File: config.mk
export PLATFORM = sky130hd
export DESIGN_NAME = my_if_sink
export DESIGN_NICKNAME = d
export VERILOG_FILES = /design/src/rtl/my_if_pkg.sv /design/src/rtl/my_if_sink_fifo.sv /design/src/rtl/my_if_sink.sv
export SDC_FILE = /design/constraint.sdc
export NUM_CORES = 1
export LEC_CHECK = 0
export CORE_UTILIZATION = 53
export CTS_CLUSTER_SIZE = 20
export DETAILED_ROUTE_END_ITERATION = 12
export PLACE_DENSITY = 0.81
export SLEW_MARGIN = 30
export SYNTH_ARGS = -nofsm -noshare
export SYNTH_HDL_FRONTEND = slang
export SYNTH_SLANG_ARGS = --single-unit
File: constraint.sdc
create_clock -name clk -period 3.4 [get_ports clk]
set_input_delay 0.51 -clock clk [delete_from_list [all_inputs] [get_ports clk]]
set_output_delay 0.51 -clock clk [all_outputs]
set_load 0.05 [all_outputs]
File: src/rtl/my_if_pkg.sv
package my_if_pkg;

  localparam int unsigned DATA_W  = 8;
  localparam int unsigned TOTAL_W = 16;

  typedef enum logic {
    SINK_RUN,
    SINK_DRAIN
  } sink_state_e;

  typedef logic [DATA_W-1:0]  byte_t;
  typedef logic [TOTAL_W-1:0] total_t;

endpackage

File: src/rtl/my_if_sink_fifo.sv
module my_if_sink_fifo
  import my_if_pkg::*;
#(
  parameter int unsigned DEPTH  = 4,
  parameter int unsigned DATA_W = 8
) (
  input  logic                    clk,
  input  logic                    rst,
  input  logic                    push,
  input  logic [DATA_W-1:0]       wr_data,
  input  logic                    pop,
  output logic [DATA_W-1:0]       rd_data,
  output logic                    full,
  output logic                    empty,
  output logic [$clog2(DEPTH):0]  count
);

  localparam int unsigned     AW       = $clog2(DEPTH);
  localparam logic [AW:0]     FULL_CNT = DEPTH[AW:0];

  logic [DATA_W-1:0] mem_q [DEPTH];
  logic [AW-1:0]     wr_ptr_q, wr_ptr_d;
  logic [AW-1:0]     rd_ptr_q, rd_ptr_d;
  logic [AW:0]       count_q, count_d;
  logic              push_ok, pop_ok;

  always_comb begin
    full    = (count_q == FULL_CNT);
    empty   = (count_q == '0);
    push_ok = push && !full;
    pop_ok  = pop && !empty;
    rd_data = mem_q[rd_ptr_q];
    count   = count_q;
  end

  // Pointers are exactly AW bits wide, so DEPTH being a power of two makes wrap free.
  always_comb begin
    wr_ptr_d = wr_ptr_q;
    rd_ptr_d = rd_ptr_q;
    count_d  = count_q;
    if (push_ok) begin
      wr_ptr_d = wr_ptr_q + 1'b1;
    end
    if (pop_ok) begin
      rd_ptr_d = rd_ptr_q + 1'b1;
    end
    case ({push_ok, pop_ok})
      2'b10:   count_d = count_q + 1'b1;
      2'b01:   count_d = count_q - 1'b1;
      default: count_d = count_q;
    endcase
  end

  always_ff @(posedge clk) begin
    if (rst) begin
      wr_ptr_q <= '0;
      rd_ptr_q <= '0;
      count_q  <= '0;
    end else begin
      wr_ptr_q <= wr_ptr_d;
      rd_ptr_q <= rd_ptr_d;
      count_q  <= count_d;
    end
  end

  always_ff @(posedge clk) begin
    if (push_ok) begin
      mem_q[wr_ptr_q] <= wr_data;
    end
  end

endmodule

File: src/rtl/my_if_sink.sv
module my_if_sink
  import my_if_pkg::*;
#(
  parameter int unsigned DEPTH  = 4,
  parameter int unsigned DATA_W = 8
) (
  input  logic                    clk,
  input  logic                    rst,
  input  logic                    in_valid,
  input  logic [DATA_W-1:0]       in_data,
  output logic                    in_ready,
  output logic                    out_valid,
  output logic [DATA_W-1:0]       out_data,
  input  logic                    out_ready,
  input  logic                    flush,
  output logic                    busy_drain,
  output logic [$clog2(DEPTH):0]  count,
  output logic [15:0]             byte_total,
  output logic [DATA_W-1:0]       checksum
);

  sink_state_e       state_q, state_d;
  total_t            byte_total_q, byte_total_d;
  logic [DATA_W-1:0] checksum_q, checksum_d;
  logic              push, pop;
  logic              fifo_full, fifo_empty;

  // in_ready is deliberately independent of out_ready: a full FIFO never pushes.
  always_comb begin
    in_ready   = (state_q == SINK_RUN) && !fifo_full && !rst;
    out_valid  = !fifo_empty;
    push       = in_valid && in_ready;
    pop        = out_valid && out_ready;
    busy_drain = (state_q == SINK_DRAIN);
    byte_total = byte_total_q;
    checksum   = checksum_q;
  end

  always_comb begin
    state_d = state_q;
    case (state_q)
      SINK_RUN: begin
        if (flush) begin
          state_d = SINK_DRAIN;
        end
      end
      SINK_DRAIN: begin
        if (fifo_empty) begin
          state_d = SINK_RUN;
        end
      end
      default: state_d = SINK_RUN;
    endcase
  end

  always_comb begin
    byte_total_d = byte_total_q;
    checksum_d   = checksum_q;
    if (push) begin
      byte_total_d = byte_total_q + 1'b1;
      checksum_d   = checksum_q ^ in_data;
    end
  end

  always_ff @(posedge clk) begin
    if (rst) begin
      state_q      <= SINK_RUN;
      byte_total_q <= '0;
      checksum_q   <= '0;
    end else begin
      state_q      <= state_d;
      byte_total_q <= byte_total_d;
      checksum_q   <= checksum_d;
    end
  end

  my_if_sink_fifo #(
    .DEPTH  (DEPTH),
    .DATA_W (DATA_W)
  ) u_fifo (
    .clk     (clk),
    .rst     (rst),
    .push    (push),
    .wr_data (in_data),
    .pop     (pop),
    .rd_data (out_data),
    .full    (fifo_full),
    .empty   (fifo_empty),
    .count   (count)
  );

endmodule

==> results of run 1 <==
## cell families after synthesis
group           share of synthesized area (%)
simple gates                            16.03
mux                                     7.001
flops                                   60.43
compound gates                          3.501
xor+xnor                                6.771
fa+ha+maj                               3.501
buf+inv                                 2.763
## sequential cells by signal, indices dropped and copies added (netlist names), named ones only
signal / cells
checksum: 8
byte_total: 16
u_fifo.wr_ptr_q: 2
busy_drain: 1
u_fifo.count: 3
u_fifo.mem_q: 32
u_fifo.rd_ptr_q: 2
## worst max-delay path, cell delays in order, from the launching register on
cell and delay (ps):
dfxtp_1 670, mux4_2 590, clkdlybuf4s50_1 710
## synthesized netlist by cell type
master	n
buf_6	1
and2_1	1
and3_1	5
edfxtp_1	32
o21ai_0	8
clkbuf_2	1
nor4_1	2
or3_1	8
nand2_1	7
nand4_2	2
nor3_1	3
nand4b_1	1
fa_1	1
nand3_1	15
nor3b_1	1
mux4_2	8
dfxtp_1	34
nor2_1	25
or3b_4	1
xnor2_1	8
inv_1	8
buf_1	1
mux2i_1	1
xor2_1	13
and4_1	3
a21oi_1	11
nor3b_4	1
ha_1	6
nand4_1	3
or3b_2	1
buf_2	2
clkbuf_1	4
## routing by layer
layer | wire (um) | vias to the layer above
li1 | - | 895
met1 | 2416 | 907
met2 | 2509 | 52
met3 | 260 | 10
met4 | 87 | 0
met5 | 0 | -
## through the flow
step / worst slack [ps] / power (W) / utilization [%] / cell area, um^2 / cells
5_1_grt: 418.6 / 0.002437 / 72.99 / 3516 / 345
3_3_place_gp: 580.9 / 0.001611 / 68.26 / 3288 / 329
2_1_floorplan: 704.4 / 0.001421 / - / 2716 / 218
4_1_cts: 498.0 / 0.002356 / 72.99 / 3516 / 345
3_5_place_dp: 462.4 / 0.001624 / 68.26 / 3288 / 329
6_report: 579.4 / 0.002342 / 72.99 / 3516 / 345
## cell type report
type | count | area, um^2
multi-input cells | 135 | 999.7
repair buffers | 53 | 533.0
fillers | 349 | 1301
inverters | 8 | 30.03
clock buffers | 10 | 137.6
flip-flops and latches | 66 | 1642
well taps | 67 | 83.83
clock inverters | 6 | 90.09
## power by group through the flow
| stage | logic (W) | registers [W] | clock network [W] |
|---|---|---|---|
| global placement | 0.000639 | 0.000972 | 0 |
| finish | 0.000652 | 0.000954 | 0.000736 |
| global route | 0.000690 | 0.000966 | 0.000781 |
| detailed placement | 0.000650 | 0.000974 | 0 |
| CTS | 0.000654 | 0.000958 | 0.000744 |
| floorplan | 0.000400 | 0.00102 | 0 |
## path summary, 6_finish.rpt
check / from / end / cells past startpoint
worst max-delay path: register / out_data[4] / 2
worst min-delay path: byte_total[15] / byte_total[15] / 2
worst max register to register: busy_drain / u_fifo.count[2] / 9
worst min register to register: byte_total[15] / byte_total[15] / 2
==> metrics.md, run 1 <==
| Metric | Value |
|---|---|
| Starting density of the core | 56.39% |
| Syn nets | 238 |
| Port Buffers | 50 |
| Sw frac | 32.74% |
| Initial antenna violation count | 0 |
| Wire per inst | 15.29 um |
| H-tree lvl count | 3 |
| Clock Sinks | 66 |
| Setup crit start kind | register |
| Net switching power | 0.0007668 W |
| Worst clock skew | 12.08 ps |
| Synth Instances | 218 |
| Met2 Use GR | 33.64% |
| CTS Hold Buffers Added | 0 |
| GRT Residual Overflow | 0 |
| Max-slew violation count | 0 |
| Clock transition at path regs | 80 ps |
| Unrepaired setup endpoints after global routing | false |
| # setup viols final | 0 |
| Final min period | 2821 ps |
| Violation count after the first detailed-route iteration | 93 |
| Final #Nets | 293 |
| Pwr/cell area | 666.1 nW/um^2 |
| GR Layer Usage met3 | 6.584% |
| Worst-path maximum fanout | 8 |
| Global-route wire length before repair | 8.431 mm |
| Die width | 73.59 um |
| CTS tree | done |
| GR Layer Usage met1 | 27.68% |
| Pleak | 1.236 nW |
| WP data arrival | 2310 ps |
| Sequential share of the synthesized area | 60.43% |
| Reg2Reg Setup Slack | 1030 ps |
| Peak supply drop | 0.5159 mV |
| CP required | 2890 ps |
| Routed Antenna Nets | 0 |
| Top cell type's share of synthesized area | 35.38% |
| Clock group share of total power | 31.4% |
| Largest net degree at the start of global routing | 36 |
| Number of diodes | 0 |
| GRT Total Usage | 21.78% |
| CTS root buf | clkbuf_8 |
| Ys Warns | 0 |
| Logic gate share of total power | 27.8% |
| Fin crit share | 82.96% |
| Worst hold-check path type | reg -> reg |
| Share of layout cells above drive strength 1 | 11.87% |
| Grt peak-use layer | met2 |
| Endpoints failing hold | 0 |
| Vias | 1864 |
| Most common cell after layout, fill and taps aside | clkdlybuf4s50_1 |
| Most frequent cells in the layout | 49 x clkdlybuf4s50_1, 34 x dfxtp_1, 32 x edfxtp_1 |
| Die area | 5415 um^2 |
| Endpoint type of the worst setup path | output pin |
| TritonCTS Buffers | 9 |
| FP Rows | 25 |
| DRT Wirelength | 5.274 mm |
| Hold Slack | 500.9 ps |
| Io pins | 51 |
| Final GP Congestion | 0.8056 |
| DRC viols | 0 |
| WS Path Type | reg -> out |
| Internal power | 0.001575 W |
| FF+latch count, synth | 66 |
| Core ar. | 4817 um^2 |
| Synth cell types | 32 |
| Layout area overhead | 29.43% |
| Final HPWL DP | 3.444 mm |
| Synth area leader | edfxtp_1 |
| Vias per inst | 5.403 |
| Average cell area after synthesis | 12.46 um^2 |
| Max-cap violations | 0 |
| Clk buf depth | 2 |
| Postcts setup bufs | 0 |
| Worst Max-Slew Pin Slew | 601.7 ps |
| Final setup TNS | 0 ps |
| First-pass DRT Iterations | 4 |
| Die Height | 73.59 um |
| Fmax | 0.3545 GHz |
| Post-CTS resize count | 0 |
| Seq pwr share | 40.7% |
| Number of global-route vias before repair | 1778 |
| Headroom to the max-slew limit | 59.84% |
| Clk_lat worst skew | 340 ps |
| Post-Syn Area | 2716 um^2 |
| Area contributors post-synth | edfxtp_1 35%, dfxtp_1 25%, mux4_2 6.6%, xor2_1 4.2%, nor2_1 3.5% |
| Status | complete, no violations |
Power figures use the tool's default switching activity.
==> run 2, diff against run 1 <==
Settings changed: CORE_UTILIZATION 53 to 51, PLACE_DENSITY 0.81 to 0.78.
Clock period 3.4 ns to 2.7 ns, I/O delays scaled along.
==> run 2 against run 1 <==
Die area up 3.8%; critical path depth rose by 1; clock skew shrank 6.3 ps; first-iteration DRC count grew 24%; critical path type unchanged; critical endpoint is now out_data[2]; largest power group unchanged.
==> metrics.md, run 2 (synthesis gave the netlist of run 1 again) <==
| Metric | Value |
|---|---|
| Status | complete, no violations (unchanged) |
| GRT Total Usage | 20.09% (was 21.78%) |
| Largest net degree at the start of global routing | 35 (was 36) |
| Worst hold-check path type | reg -> reg (unchanged) |
| # setup viols final | 0 (unchanged) |
| DRC viols | 0 (unchanged) |
| CTS tree | done (unchanged) |
| GRT Residual Overflow | 0 (unchanged) |
| Most frequent cells in the layout | 49 x clkdlybuf4s50_1, 34 x dfxtp_1, 32 x edfxtp_1 (unchanged) |
| Core ar. | 5107 um^2 (was 4817 um^2) |
| Wire per inst | 14.52 um (was 15.29 um) |
| Fin crit share | 92.49% |
| Postcts setup bufs | 0 (unchanged) |
| Post-Layout Cell Count | 351 (was 345) |
| CP required | 2300 ps (was 2890 ps) |
| Routed Antenna Nets | 0 (unchanged) |
| WS Path Type | reg -> out (unchanged) |
| Pleak | 1.253 nW (was 1.236 nW) |
| Peak supply drop | 0.5403 mV (was 0.5159 mV) |
| Die width | 74.98 um (was 73.59 um) |
| Internal power | 0.002014 W (was 0.001575 W) |
| Endpoint type of the worst setup path | output pin (unchanged) |
| Clock group share of total power | 31.3% (was 31.4%) |
| Placed cell area | 3314 um^2 (was 3288 um^2) |
| Io pins | 51 (unchanged) |
| Endpoints failing hold | 0 (unchanged) |
| WP data arrival | 2090 ps (was 2310 ps) |
| Max-cap violations | 0 (unchanged) |
| Final min period | 2497 ps |
| Clock Sinks | 66 (unchanged) |
| Port Buffers | 50 (unchanged) |
| Max reg flops | 32 (unchanged) |
| Die Height | 74.98 um (was 73.59 um) |
| Die area | 5622 um^2 (was 5415 um^2) |
| Worst-path maximum fanout | 8 (unchanged) |
| Final GP Congestion | 0.7377 (was 0.8056) |
| Max-slew violation count | 0 (unchanged) |
| Top reg by flops | u_fifo.mem_q (unchanged) |
| Worst Max-Slew Pin Slew | 505.3 ps (was 601.7 ps) |
| Post-CTS resize count | 0 (unchanged) |
| Number of diodes | 0 (unchanged) |
| Number of global-route vias before repair | 1670 (was 1778) |
| Starting density of the core | 53.18% (was 56.39%) |
| Layout area overhead | 30.40% (was 29.43%) |
| Final setup TNS | 0 ps (unchanged) |
| Fmax | 0.4004 GHz |
| Final #Nets | 296 (was 293) |
| Global-route wire length before repair | 8.066 mm (was 8.431 mm) |
| Clk buf depth | 2 (unchanged) |
| Placed cells | 335 (was 329) |
| CTS root buf | clkbuf_8 (unchanged) |
| Net switching power | 0.0009422 W (was 0.0007668 W) |
| Most common cell after layout, fill and taps aside | clkdlybuf4s50_1 (unchanged) |
| FP Rows | 26 (was 25) |
| H-tree lvl count | 3 (unchanged) |
| TritonCTS Buffers | 9 (unchanged) |
| Sw frac | 31.87% (was 32.74%) |
| Util after Layout | 69.35% (was 72.99%) |
| Headroom to the max-slew limit | 66.21% (was 59.84%) |
| CTS Hold Buffers Added | 0 (unchanged) |
| Unrepaired setup endpoints after global routing | false (unchanged) |
| Clock transition at path regs | 70 ps (was 80 ps) |
| First-pass DRT Iterations | 4 (unchanged) |
| Seq pwr share | 39.9% (was 40.7%) |
| DRT Wirelength | 5.096 mm (was 5.274 mm) |
| Clk_lat worst skew | 330 ps (was 340 ps) |
| Pwr/cell area | 834.5 nW/um^2 (was 666.1 nW/um^2) |
| Share of layout cells above drive strength 1 | 12.46% (was 11.87%) |
| Post-route cell area | 3542 um^2 (was 3516 um^2) |
| Worst clock skew | 5.791 ps (was 12.08 ps) |
| Initial antenna violation count | 0 (unchanged) |
| Logic gate share of total power | 28.8% (was 27.8%) |
| Final HPWL DP | 3.489 mm (was 3.444 mm) |
| Vias | 1848 (was 1864) |
| Setup crit start kind | register (unchanged) |
| Vias per inst | 5.265 (was 5.403) |
| Violation count after the first detailed-route iteration | 115 (was 93) |
-- run 2: cell count changes in the layout (fill, tap and decap cells not counted), sizes merged --
cell / before / now
clkinv: 3 / 2
clkbuf: 10 / 11
buf: 4 / 7
-- run 2: metal layers --
layer	share of wire, %	up-vias	global-route usage (%)
li1	-	904	-
met1	46	892	26.42
met2	48	48	31.33
met3	5.4	4	6.024
met4	0.84	0	8.176
met5	0	-	0
-- run 2: power by group through the flow --
| stage | clock (W) | combinational, W | sequential (W) |
|---|---|---|---|
| floorplan | 0 | 0.000504 | 0.00129 |
| global placement | 0 | 0.000846 | 0.00120 |
| detailed placement | 0 | 0.000859 | 0.00120 |
| CTS | 0.000936 | 0.000862 | 0.00118 |
| global route | 0.000989 | 0.000910 | 0.00118 |
| finish | 0.000926 | 0.000852 | 0.00118 |
-- run 2: per-stage QoR --
stage / total power [W] / hold slack, ps / setup slack (ps)
6_report: 0.002956 / 501.1 / 202.7
5_1_grt: 0.003083 / 519.9 / 122.4
4_1_cts: 0.002977 / 500.3 / 162.5
3_5_place_dp: 0.002060 / 490.1 / 106.4
3_3_place_gp: 0.002043 / 470.3 / 183.8
2_1_floorplan: 0.001790 / 467.2 / 4.384
-- run 2: path summary, 6_finish.rpt --
| check | slack, ps | cells after the start | end | startpoint |
|---|---|---|---|---|
| setup / recovery | 200 | 3 | out_data[2] | register |
| setup reg to reg | 510 | 9 | u_fifo.count[2] | u_fifo.count[2] |
| hold reg to reg | 500 | 2 | byte_total[11] | byte_total[11] |
| hold / removal | 500 | 2 | byte_total[11] | byte_total[11] |
-- run 2: critical path, stage by stage, from the launching register on --
cell and delay, ps:
dfxtp_1 320, buf_4 200, mux4_2 530, clkdlybuf4s50_1 710
-- run 2: final cells by class --
| type | instances | area (um^2) |
|---|---|---|
| Sequential cell | 66 | 1642 |
| Fill cell | 399 | 1565 |
| Multi-Input combinational cell | 135 | 999.7 |
| Timing Repair Buffer | 56 | 555.5 |
| Clock buffer | 11 | 151.4 |
| Tap cell | 70 | 87.58 |
| Clock inverter | 5 | 76.32 |
| Inverter | 8 | 30.03 |
==> run 3, diff against run 2 <==
Settings changed: SLEW_MARGIN 30 to 20, SYNTH_HIERARCHICAL set to 1.
==> run 3 against run 2 <==
Synthesized cell count grew 1.8%; worst setup slack better by 7.8 ps; combinational power down 71%; critical path type unchanged; sequential share of layout area grew 0.38 points; non-clock buffer count is 2 higher; flip-flop and latch count unchanged; core utilization shrank 0.098 points; clock power shrank 21%; largest cell class unchanged.
==> metrics.md, run 3 <==
| Metric | Value |
|---|---|
| FP Rows | 26 (unchanged) |
| Final min period | 2490 ps (was 2497 ps) |
| Endpoints failing hold | 0 (unchanged) |
| Starting density of the core | 53.09% (was 53.18%) |
| TritonCTS Buffers | 9 (unchanged) |
| Top reg by flops | u_fifo/mem_q (was u_fifo.mem_q) |
| Syn nets | 242 (was 238) |
| R2R Path Start | u_fifo/count[2] (was u_fifo.count[2]) |
| Worst clock skew | 5.476 ps (was 5.791 ps) |
| Endpoint type of the worst setup path | output pin (unchanged) |
| Worst hold-check path type | reg -> reg (unchanged) |
| Post-synth EDFFs | 32 (unchanged) |
| Post-CTS resize count | 0 (unchanged) |
| CTS root buf | clkbuf_8 (unchanged) |
| Wire per inst | 13.41 um (was 14.52 um) |
| DRT Wirelength | 4.786 mm (was 5.096 mm) |
| First-pass DRT Iterations | 4 (unchanged) |
| Top_reg_cell synth | dfxtp_1 (unchanged) |
| Synth Instances | 222 (was 218) |
| Clk_lat worst skew | 330 ps (about the same) |
| Most frequent cells in the layout | 49 x clkdlybuf4s50_1, 32 x edfxtp_1, 31 x dfxtp_1 (was 49 x clkdlybuf4s50_1, 34 x dfxtp_1, 32 x edfxtp_1) |
| Util after Layout | 69.26% (was 69.35%) |
| Worst reg2reg path depth | 6 (was 9) |
| GRT Total Usage | 19.15% (was 20.09%) |
| Min-delay src | u_fifo/rd_ptr_q[1] (was byte_total[11]) |
| CTS Hold Buffers Added | 0 (unchanged) |
| Clock transition at path regs | 70 ps (about the same) |
| Vias | 1801 (was 1848) |
| Core ar. | 5107 um^2 (unchanged) |
| Reg2Reg Setup Slack | 280 ps (was 510 ps) |
| Clk buf depth | 2 (unchanged) |
| Unrepaired setup endpoints after global routing | false (unchanged) |
| Average cell area after synthesis | 12.21 um^2 (was 12.46 um^2) |
| Max-cap violations | 0 (unchanged) |
| Worst-path maximum fanout | 8 (unchanged) |
| Post-Syn Area | 2711 um^2 (was 2716 um^2) |
| DRC viols | 0 (unchanged) |
| # fillers | 396 (was 399) |
| Final setup TNS | 0 ps (unchanged) |
| Setup crit start kind | register (unchanged) |
| Worst Max-Slew Pin Slew | 520.4 ps (was 505.3 ps) |
| Max-slew violation count | 0 (unchanged) |
| Synth area leader | edfxtp_1 (unchanged) |
| Port Buffers | 50 (unchanged) |
| CP peak stage delay | 720 ps (was 710 ps) |
| Final Worst Setup Slack | 210.5 ps (was 202.7 ps) |
| CTS tree | done (unchanged) |
| Global-route wire length before repair | 7.783 mm (was 8.066 mm) |
| Top cell type's share of synthesized area | 35.44% (was 35.38%) |
| Sequential share of the synthesized area | 60.54% (was 60.43%) |
| Status | complete, no violations (unchanged) |
| Share of layout cells above drive strength 1 | 14.98% (was 12.46%) |
| Final #Nets | 302 (was 296) |
| Number of global-route vias before repair | 1686 (was 1670) |
| Violation count after the first detailed-route iteration | 119 (was 115) |
| GRT Residual Overflow | 0 (unchanged) |
| Die Height | 74.92 um (was 74.98 um) |
| Crit-path cells | buf_4, mux4_2, clkdlybuf4s50_1 (unchanged) |
| WP data arrival | 2080 ps (was 2090 ps) |
| Final HPWL DP | 3.296 mm (was 3.489 mm) |
| # setup viols final | 0 (unchanged) |
| Largest net degree at the start of global routing | 40 (was 35) |
| Area contributors post-synth | edfxtp_1 35%, dfxtp_1 25%, mux4_2 6.6%, xor2_1 4.5%, nor2_1 3.6% (was edfxtp_1 35%, dfxtp_1 25%, mux4_2 6.6%, xor2_1 4.2%, nor2_1 3.5%) |
| Placed cells | 341 (was 335) |
| Pre-CTS setup slack | -5.390 ps (was 106.4 ps) |
| Peak supply drop | 0.3129 mV (was 0.5403 mV) |
| CP required | 2300 ps (about the same) |
| Pwr/cell area | 584.8 nW/um^2 (was 834.5 nW/um^2) |
| FF+latch count, synth | 66 (unchanged) |
| Top cells by count, synth | 34 x dfxtp_1, 32 x edfxtp_1, 26 x nor2_1 (was 34 x dfxtp_1, 32 x edfxtp_1, 25 x nor2_1) |
| Routed Antenna Nets | 0 (unchanged) |
| Slowest cell on the critical path | clkdlybuf4s50_1 (unchanged) |
| Io pins | 51 (unchanged) |
| Most common cell after layout, fill and taps aside | clkdlybuf4s50_1 (unchanged) |
| H-tree lvl count | 3 (unchanged) |
| Die area | 5612 um^2 (was 5622 um^2) |
| Vias per inst | 5.045 (was 5.265) |
| Initial antenna violation count | 0 (unchanged) |
| Die width | 74.92 um (was 74.98 um) |
| Headroom to the max-slew limit | 65.20% (was 66.21%) |
| Fin crit share | 92.20% (was 92.49%) |
| Layout area overhead | 30.46% (was 30.40%) |
| Asr flop ratio synth | 0% (unchanged) |
| Max reg flops | 32 (unchanged) |
| Post-Layout Cell Count | 357 (was 351) |
| WS Path Type | reg -> out (unchanged) |
| Postcts setup bufs | 0 (unchanged) |
| Hold Path Stages | 2 (unchanged) |
| R2r endpoint | byte_total[14] (was u_fifo.count[2]) |
| Pleak | 1.222 nW (was 1.253 nW) |
| Final GP Congestion | 0.8095 (was 0.7377) |
| Fmax | 0.4017 GHz (was 0.4004 GHz) |
| Clock Sinks | 66 (unchanged) |
| Number of diodes | 0 (unchanged) |
| Top-count cell post-synth | dfxtp_1 (unchanged) |
| Synth cell types | 34 (was 32) |
| Ys Warns | 6 (was 0) |
==> run 3: worst max path at each step <==
stage | end | cells past startpoint
3_3_place_gp | byte_total[14] | 6
3_5_place_dp | byte_total[14] | 6
2_1_floorplan | u_fifo/count[2] | 14
6_report | out_data[4] | 3
5_1_grt | out_data[1] | 3
4_1_cts | out_data[4] | 3
==> run 3: layout make-up <==
class,count,area [um^2],area share [%]
repair buffers,58,570.5,16.13
clock buffers,11,151.4,4.280
flip-flops and latches,66,1653,46.73
well taps,70,87.58,2.476
multi-input cells,135,1001,28.30
clock inverters,5,28.78,0.8136
inverters,12,45.04,1.273
==> run 3: stage by stage <==
| stage | area (um^2) | total power [W] | hold WS (ps) |
|---|---|---|---|
| after floorplan | 2749 | 0.001269 | 459.1 |
| after global placement | 3357 | 0.001357 | 488.1 |
| after detailed placement | 3357 | 0.001360 | 497.1 |
| after CTS | 3537 | 0.002090 | 502.0 |
| after global routing | 3537 | 0.002157 | 537.3 |
| final | 3537 | 0.002068 | 501.7 |
==> run 3: logic make-up after synthesis <==
group / after synthesis / share of synthesized area, %
xor+xnor: 18 / 5.814
buf+inv: 21 / 3.045
flops: 66 / 60.54
fa+ha+maj: 7 / 3.507
compound gates: 19 / 3.922
mux: 13 / 8.629
simple gates: 78 / 14.54
==> run 3: worst max-delay path: cells and delay by family (launching register included) <==
kind,cells,cell delay [ps]
flip-flops,1,310
multiplexers,1,520
buffers and inverters,2,920
==> run 3: metal layers <==
layer	GRT usage, %	wire length, um
met1	25.00	2196
met2	29.73	2296
met3	6.292	244
met4	7.547	48
met5	0	0
==> run 3: where the power goes <==
group | internal [W] | switching (W) | leakage [nW]
combinational | 0.0000944 | 0.000152 | 0.564
clock | 0.000377 | 0.000354 | 0.0904
sequential | 0.00107 | 0.0000189 | 0.568
total | 0.00154 | 0.000525 | 1.22
